[src/rtl/adc_frame_receiver_pkg.sv]
// Shared definitions for the ADC frame receiver: FSM states, default
// parameter values and a counter-width helper.
package adc_frame_receiver_pkg;

  localparam int DEF_WIDTH       = 13;
  localparam int DEF_OUT_WIDTH   = 16;
  localparam int DEF_TRIG_PERIOD = 64;
  localparam int DEF_TIMEOUT     = 8;

  typedef enum logic [1:0] {
    IDLE       = 2'd0,
    WAIT_VALID = 2'd1,
    SHIFT      = 2'd2
  } state_e;

  // Bits needed to hold 0..n-1, never less than one bit.
  function automatic int cntWidth(input int n);
    return (n > 1) ? $clog2(n) : 1;
  endfunction

endpackage

[src/rtl/adc_trigger_timer.sv]
// Trigger period timer: free-running period counter plus the bookkeeping
// that defers a trigger while an unread word is still waiting.
module adc_trigger_timer
  import adc_frame_receiver_pkg::*;
#(
  parameter int TRIG_PERIOD = DEF_TRIG_PERIOD
) (
  input  logic clk,
  input  logic rst_n,
  input  logic enable_i,
  input  logic idle_i,
  input  logic out_valid_i,
  output logic fire_o
);

  localparam int CW = cntWidth(TRIG_PERIOD);

  logic [CW-1:0] count_q, count_d;
  logic          pending_q, pending_d;
  logic          termCount;

  assign termCount = enable_i && (count_q == CW'(TRIG_PERIOD - 1));

  // A trigger goes out at terminal count, or later once a missed one can be served.
  assign fire_o = idle_i && !out_valid_i && enable_i && (termCount || pending_q);

  // Next-state for the period counter and the deferred-trigger flag.
  always_comb begin
    count_d   = count_q;
    pending_d = pending_q;
    if (!enable_i || termCount) begin
      count_d = '0;
    end else begin
      count_d = count_q + CW'(1);
    end
    if (fire_o) begin
      pending_d = 1'b0;
    end else if (termCount && idle_i && out_valid_i) begin
      pending_d = 1'b1;
    end
  end

  // Timer state registers.
  always_ff @(posedge clk or negedge rst_n) begin
    if (!rst_n) begin
      count_q   <= '0;
      pending_q <= 1'b0;
    end else begin
      count_q   <= count_d;
      pending_q <= pending_d;
    end
  end

endmodule

[src/rtl/adc_frame_receiver.sv]
// ADC frame receiver: requests frames from a serialiser, shifts in an
// MSB-first two's-complement word and presents it sign-extended with a
// valid/ready handshake. Timeout and mid-frame restart are flagged by pulses.
module adc_frame_receiver
  import adc_frame_receiver_pkg::*;
#(
  parameter int WIDTH       = DEF_WIDTH,
  parameter int OUT_WIDTH   = DEF_OUT_WIDTH,
  parameter int TRIG_PERIOD = DEF_TRIG_PERIOD,
  parameter int TIMEOUT     = DEF_TIMEOUT
) (
  input  logic                 clk,
  input  logic                 rst_n,
  input  logic                 enable,
  input  logic                 serial_in,
  input  logic                 valid_in,
  output logic                 trigger_out,
  output logic [OUT_WIDTH-1:0] out_data,
  output logic                 out_valid,
  input  logic                 out_ready,
  output logic                 timeout_err,
  output logic                 frame_err
);

  localparam int BW = cntWidth(WIDTH);
  localparam int TW = cntWidth(TIMEOUT);

  state_e               state_q, state_d;
  logic [WIDTH-1:0]     shift_q, shift_d;
  logic [BW-1:0]        bitCnt_q, bitCnt_d;
  logic [TW-1:0]        waitCnt_q, waitCnt_d;
  logic [OUT_WIDTH-1:0] data_q, data_d;
  logic                 valid_q, valid_d;
  logic                 trig_q, trig_d;
  logic                 tErr_q, tErr_d;
  logic                 fErr_q, fErr_d;
  logic                 fire;
  logic                 isIdle;
  logic [WIDTH-1:0]     nextWord;

  assign isIdle   = (state_q == IDLE);
  assign nextWord = {shift_q[WIDTH-2:0], serial_in};

  adc_trigger_timer #(
    .TRIG_PERIOD(TRIG_PERIOD)
  ) u_timer (
    .clk        (clk),
    .rst_n      (rst_n),
    .enable_i   (enable),
    .idle_i     (isIdle),
    .out_valid_i(valid_q),
    .fire_o     (fire)
  );

  // Frame FSM: wait for the serialiser, shift the word in, hand it over.
  always_comb begin
    state_d   = state_q;
    shift_d   = shift_q;
    bitCnt_d  = bitCnt_q;
    waitCnt_d = waitCnt_q;
    data_d    = data_q;
    valid_d   = valid_q;
    trig_d    = 1'b0;
    tErr_d    = 1'b0;
    fErr_d    = 1'b0;
    if (valid_q && out_ready) begin
      valid_d = 1'b0;
    end
    case (state_q)
      IDLE: begin
        if (fire) begin
          trig_d    = 1'b1;
          waitCnt_d = '0;
          state_d   = WAIT_VALID;
        end
      end
      WAIT_VALID: begin
        if (valid_in) begin
          shift_d  = WIDTH'(serial_in);
          bitCnt_d = BW'(WIDTH - 1);
          state_d  = SHIFT;
        end else if (waitCnt_q == TW'(TIMEOUT - 1)) begin
          tErr_d    = 1'b1;
          waitCnt_d = '0;
          state_d   = IDLE;
        end else begin
          waitCnt_d = waitCnt_q + TW'(1);
        end
      end
      SHIFT: begin
        if (valid_in) begin
          fErr_d   = 1'b1;
          shift_d  = WIDTH'(serial_in);
          bitCnt_d = BW'(WIDTH - 1);
        end else begin
          shift_d  = nextWord;
          bitCnt_d = bitCnt_q - BW'(1);
          if (bitCnt_q == BW'(1)) begin
            data_d  = OUT_WIDTH'($signed(nextWord));
            valid_d = 1'b1;
            state_d = IDLE;
          end
        end
      end
      default: begin
        state_d = IDLE;
      end
    endcase
  end

  // Receiver state and registered outputs.
  always_ff @(posedge clk or negedge rst_n) begin
    if (!rst_n) begin
      state_q   <= IDLE;
      shift_q   <= '0;
      bitCnt_q  <= '0;
      waitCnt_q <= '0;
      data_q    <= '0;
      valid_q   <= 1'b0;
      trig_q    <= 1'b0;
      tErr_q    <= 1'b0;
      fErr_q    <= 1'b0;
    end else begin
      state_q   <= state_d;
      shift_q   <= shift_d;
      bitCnt_q  <= bitCnt_d;
      waitCnt_q <= waitCnt_d;
      data_q    <= data_d;
      valid_q   <= valid_d;
      trig_q    <= trig_d;
      tErr_q    <= tErr_d;
      fErr_q    <= fErr_d;
    end
  end

  assign trigger_out = trig_q;
  assign out_data    = data_q;
  assign out_valid   = valid_q;
  assign timeout_err = tErr_q;
  assign frame_err   = fErr_q;

endmodule

[config.mk]
export PLATFORM = sky130hd
export DESIGN_NAME = adc_frame_receiver
export DESIGN_NICKNAME = d
export VERILOG_FILES = /design/src/rtl/adc_frame_receiver_pkg.sv /design/src/rtl/adc_trigger_timer.sv /design/src/rtl/adc_frame_receiver.sv
export SDC_FILE = /design/constraint.sdc
export NUM_CORES = 1
export LEC_CHECK = 0
export ABC_AREA = 1
export ABC_CLOCK_PERIOD_IN_PS = 1800
export BUFFER_PORTS_ARGS = -buffer_cell sky130_fd_sc_hd__buf_2
export CAP_MARGIN = 20
export CORE_AREA = 2 2 87 64
export DETAILED_ROUTE_END_ITERATION = 10
export DIE_AREA = 0 0 89 66
export PLACE_DENSITY = 0.61
export SETUP_SLACK_MARGIN = 0.1
export SLEW_MARGIN = 20
export SYNTH_ARGS = -nofsm -noshare
export SYNTH_HDL_FRONTEND = slang
export SYNTH_SLANG_ARGS = --single-unit
[constraint.sdc]
create_clock -name clk -period 1.8 [get_ports clk]
set_input_delay 0.36 -clock clk [delete_from_list [all_inputs] [get_ports clk]]
set_output_delay 0.36 -clock clk [all_outputs]
set_load 0.05 [all_outputs]
After elaboration in Yosys (flattened, before gate mapping):

Cells that the tools add are included.

* add/sub/neg operators: 3
* bitwise logic cells: 1
* muxes and demuxes: 30
* reductions and logical operators: 19
* equality and inequality tests: 11

Operators by type and width (number)
* 12-bit 2-to-1 mux: 2
* 12-bit case mux with 2 select lines: 1
* 1-bit 2-to-1 mux: 13
* 2-bit 2-to-1 mux: 5
* 2-bit != test, second input constant: 5
* 3-bit 2-to-1 mux: 3
* 4-bit 2-to-1 mux: 2
* 4-bit case mux with 2 select lines: 1
* 1-bit logical AND: 7
* 6-bit by 1-bit adder with 6-bit output, second input constant: 1
* 6-bit == test, second input constant: 1
* 6-bit 2-to-1 mux: 1
* 2-bit case mux with 3 select lines: 1
* 3-bit case mux with 2 select lines: 1
* 3-bit AND reduction: 2
* 2-bit nonzero test: 3
* 4-bit by 1-bit == test with 1-bit output, second input constant: 1
* 4-bit AND reduction: 1
* 4-bit by 1-bit subtractor with 4-bit output, second input constant: 1
* 3-bit by 1-bit adder with 3-bit output, second input constant: 1
* 3-bit == test, second input constant: 1
* 3-bit != test, second input constant: 1
* 2-bit by 1-bit == test with 1-bit output, second input constant: 1
* 2-bit == test, second input constant: 1
* other kinds (5): 7

* flip-flop bits (word level): 45
* output and inout bits: 20
* logic and storage cells: 75

Logic depth before layout (Yosys ltp):

* depth in word-level cells: 6
* depth in mapped cells: 9
* depth with buffers taken out: 9

Modules after synthesis:

A second synthesis with hierarchy kept.

* cells, all modules: 201
* area total of the unflattened synthesis: 1965.6 um2

Modules (own cells, without submodules)
* adc_frame_receiver: cells an instance 163, area each 1629.1 um2, instances 1
* adc_trigger_timer: cells an instance 38, area each 336.6 um2, instances 1

Worst setup path after synthesis:

OpenSTA, ideal clock, no wires.

* path kind: reg2reg
* start: register valid_q, in the netlist out_valid
* end: register waitCnt_q[0]
* path slack: 497 ps
* cell stages (with the launch flop): 7
* period minus slack after synthesis: 1303 ps
* library setup time: 117 ps
* data arrival time: 1187 ps
* cell sequence: dfrtp_1 inv_1 and3_1 nand2_2 nand2_1 nand2_1 nand2_1

* longest elaborated chain between the ends: 6

RTL lines
* from (decl): line adc_frame_receiver.sv:33 `logic valid_q, valid_d;`
* from (signal assigned): line adc_frame_receiver.sv:129 `valid_q <= valid_d;`
* 1-bit zero test: line adc_trigger_timer.sv:25 `assign fire_o = idle_i && !out_valid_i && enable_i && (termCount || pending_q);`
* 1-bit logical AND (3 in series): line adc_trigger_timer.sv:25
* 2-bit != test (no source line)
* 3-bit AND reduction (no source line)
* to (signal assigned): line adc_frame_receiver.sv:127 `waitCnt_q <= waitCnt_d;`
* to (decl): line adc_frame_receiver.sv:31 `logic [TW-1:0] waitCnt_q, waitCnt_d;`

No other way between the ends.
A chain may end at the register's enable or synchronous reset.

Worst setup path after layout:

* start: register u_timer.count_q[0]
* end: register waitCnt_q[0]

* longest elaborated chain between the ends: 6

RTL lines
* from (decl): line adc_trigger_timer.sv:18 `logic [CW-1:0] count_q, count_d;`
* from (signal assigned): line adc_trigger_timer.sv:49 `count_q <= count_d;`
* 6-bit == test: line adc_trigger_timer.sv:22 `assign termCount = enable_i && (count_q == CW'(TRIG_PERIOD - 1));`
* 1-bit logical AND: line adc_trigger_timer.sv:22
* 1-bit logical OR: line adc_trigger_timer.sv:25
* 1-bit logical AND: line adc_trigger_timer.sv:25
* 2-bit != test (no source line)
* 3-bit AND reduction (no source line)

No other way between the ends.

==> flow_summary_export.csv <==
group,metric,value,unit
status,outcome,"finished, final reports clean",
timing,slew_viol_final,0,
logic_synthesis,synth_seq_cells,45,
clock_tree,insertion_delay,0.30,ns
floorplan,start_util,38.1,%
grt,grt-ovfl-total,0,
logic_synthesis,ys_warn_count,0,
detailed_routing,routed-via-count,1290,
setup_path,worstSetupEndpointType,"flip-flop",
grt,grt_max_degree,46,
setup_path,r2r_cells,9,
detailed_routing,wl_per_cell,10.6,um
detailed_routing,drt_iter0_drc,69,
timing,period_share,76.1,%
timing,relSlewSlack,63.8,%
timing,hold_viol_final,0,
setup_path,worst-path-buf-inv,0,
final_layout,synthToLayoutAreaGrowth,14.9,%
detailed_routing,first_pass_iters,4,
detailed_routing,vias_per_cell,4.37,
final_layout,n_antenna_cell,0,
setup_path,cpMaxStageDelayCell,"dfrtp_1",
detailed_routing,drcViolationCount,0,
power,powerDensity,1130,nW/um2
final_layout,multi_input_area,624,um2
floorplan,dieHeight,66,um
timing,period_minus_slack,1.37,ns
setup_path,critical_path_required,2.04,ns
setup_path,startpoint,"u_timer.count_q[0]",
grt,antenna_found_initial,0,
min_path,hold_class,"primary input to async pin",
floorplan,row_count,22,
setup_path,crit_top_cell,"nand2_1",
placed_design,gp_congestion,0.782,
clock_tree,h-tree-depth,2,
setup_path,r2r_setup_slack,0.43,ns
logic_synthesis,syn_nets,206,
setup_path,crit_path_max_fanout,6,
final_layout,fill_cells,518,
setup_path,crit_chain,"ha_1, nand2_1, nor2_1, nand3_1, nand2_1, nand2_2, nand2_1, nand2_1, nand2_1",
floorplan,pin_count,26,
floorplan,fp.coreArea,5060,um2
setup_path,slowest_delay,0.40,ns
clock_tree,root_buffer,"clkbuf_8",
setup_path,cp.arrival,1.61,ns
setup_path,critPathTopFamily,"simple AND/OR/NAND/NOR gates",
floorplan,die_w,89,um
clock_tree,cts_tree,"built",
grt,grt_first_pass_wirelength,5260,um
final_layout,final_util,43.8,%
timing,worstMarginPinSlew,0.543,ns
setup_path,r2r_end,"waitCnt_q[0]",
final_layout,drive_gt1_share,23.3,%
floorplan,die-area,5870,um2
placed_design,dp_hpwl,2190,um
power,leakage,1.13,nW
grt,groute.usage.overall,12.1,%
timing,fmax,0.730,GHz
placed_design,port_buffers,25,
setup_path,worst-setup-path-type,"flip-flop to flip-flop",
clock_tree,post-cts-setup-buffer-count,0,
clock_tree,cts.sinks,45,
logic_synthesis,ys_seq_area_share,58.4,%
placed_design,placed_cells,287,
final_layout,regArea,1130,um2
clock_tree,cts_made_buffers,5,
clock_tree,clk_path_buf_depth,2,
final_layout,fin_cells,295,
clock_tree,cts_resized,0,
logic_synthesis,synth_cells,195,
setup_path,rr_startpoint,"u_timer.count_q[0]",
timing,tns,0,ns
logic_synthesis,avgSynthCellArea,9.89,um2
logic_synthesis,synth.distinct_cells,21,
grt,grt_pass1_vias,1152,
timing,skew,0.00868,ns
timing,final-setup-viol-count,0,
power,worst_ir_drop_vdd,0.000356,V
timing,rsz0062_at_grt,"no",
run,drv_cap,0,
clock_tree,clk_pin_slew,0.08,ns
setup_path,start_kind,"flip-flop",
clock_tree,hold_buffers,0,
final_layout,nNetsFinal,233,
logic_synthesis,syn-cell-area,1930,um2
detailed_routing,wirelength,3120,um
detailed_routing,drtAntennaViolNets,0,
power by group:
group	leakage (nW)	total, mW	switching (mW)	internal (mW)
clock	0.0554	0.758	0.342	0.417
sequential	0.610	1.19	0.0614	1.13
combinational	0.466	0.547	0.389	0.158
total	1.13	2.50	0.792	1.71
per-layer routing:
metal | wire, um | global-route usage (%)
met5 | 0 | 0
met4 | 46 | 4.48
met3 | 139 | 5.87
met2 | 1280 | 16.4
met1 | 1660 | 16.7
per-stage QoR:
stage	power (mW)	instance area (um2)	worst slack (ns)	hold slack (ns)
final	2.50	2220	0.429	0.124
after global routing	2.66	2220	0.239	0.152
after CTS	2.54	2220	0.423	0.144
after detailed placement	1.77	2100	0.428	0.464
after floorplan	1.65	1930	0.497	0.0644
after global placement	1.76	2100	0.456	0.461
layout make-up:
class                           instances  share of cell area (%)
Inverter                               31                    5.25
Tap cell                               72                    4.07
Clock buffer                            6                    3.27
Clock inverter                          2                    1.75
Multi-Input combinational cell        111                    28.2
Sequential cell                        45                    50.8
Timing Repair Buffer                   28                    6.66
layout by cell type (no fill, tap or decap):
cell type	n
dfrtp_1	45
nand2_1	36
inv_1	31
buf_2	25
nor2_1	14
o21ai_2	13
o22ai_1	12
nand3_1	10
o21ai_0	7
ha_1	5
clkbuf_8	5
a21oi_1	3
nor3_1	3
buf_4	3
nand2_2	2
o21ai_1	1
nand4_1	1
and3_1	1
nor2_4	1
nand4_4	1
nor3b_1	1
bufinv_16	1
clkinv_4	1
clkbuf_1	1
cell usage after synthesis:
cell type   n  area, um2
buf_2       2       10.0
nor3b_1     1       7.51
nand2_1    36        135
buf_6       2       22.5
ha_1        5       62.6
nand4_1     1       6.26
nor3_1      3       15.0
dfrtp_1    45       1130
nand4_4     1       21.3
nand2_2     2       12.5
o22ai_1    12       75.1
o21ai_0     7       35.0
nor2_1     14       52.6
buf_4       4       30.0
and3_1      1       6.26
a21oi_1     3       15.0
inv_1      31        116
nand3_1    10       50.1
o21ai_1     1       5.00
o21ai_2    13        114
nor2_4      1       11.3
kinds of logic (layout without fill, tap and decap cells):
family | count (synthesis) | in the layout | synth area share (%)
flops | 45 | 45 | 58.4
fa+ha+maj | 5 | 5 | 3.24
buf+inv | 39 | 67 | 9.27
compound gates | 36 | 36 | 12.6
simple gates | 70 | 70 | 16.5
sequential cells by signal, indices dropped and copies added, names as in the netlist:
name / count
bitCnt_q: 4
frame_err: 1
out_data: 13
out_valid: 1
shift_q: 12
state_q: 2
timeout_err: 1
trigger_out: 1
u_timer.count_q: 6
u_timer.pending_q: 1
waitCnt_q: 3
how the worst max path moves through the flow:
stage | end | cells past startpoint
6_report | waitCnt_q[0] | 9
5_1_grt | bitCnt_q[2] | 6
4_1_cts | waitCnt_q[0] | 9
3_5_place_dp | bitCnt_q[2] | 6
3_3_place_gp | out_valid | 4
2_1_floorplan | waitCnt_q[0] | 6
No activity file was read; power rests on OpenSTA's default activity.
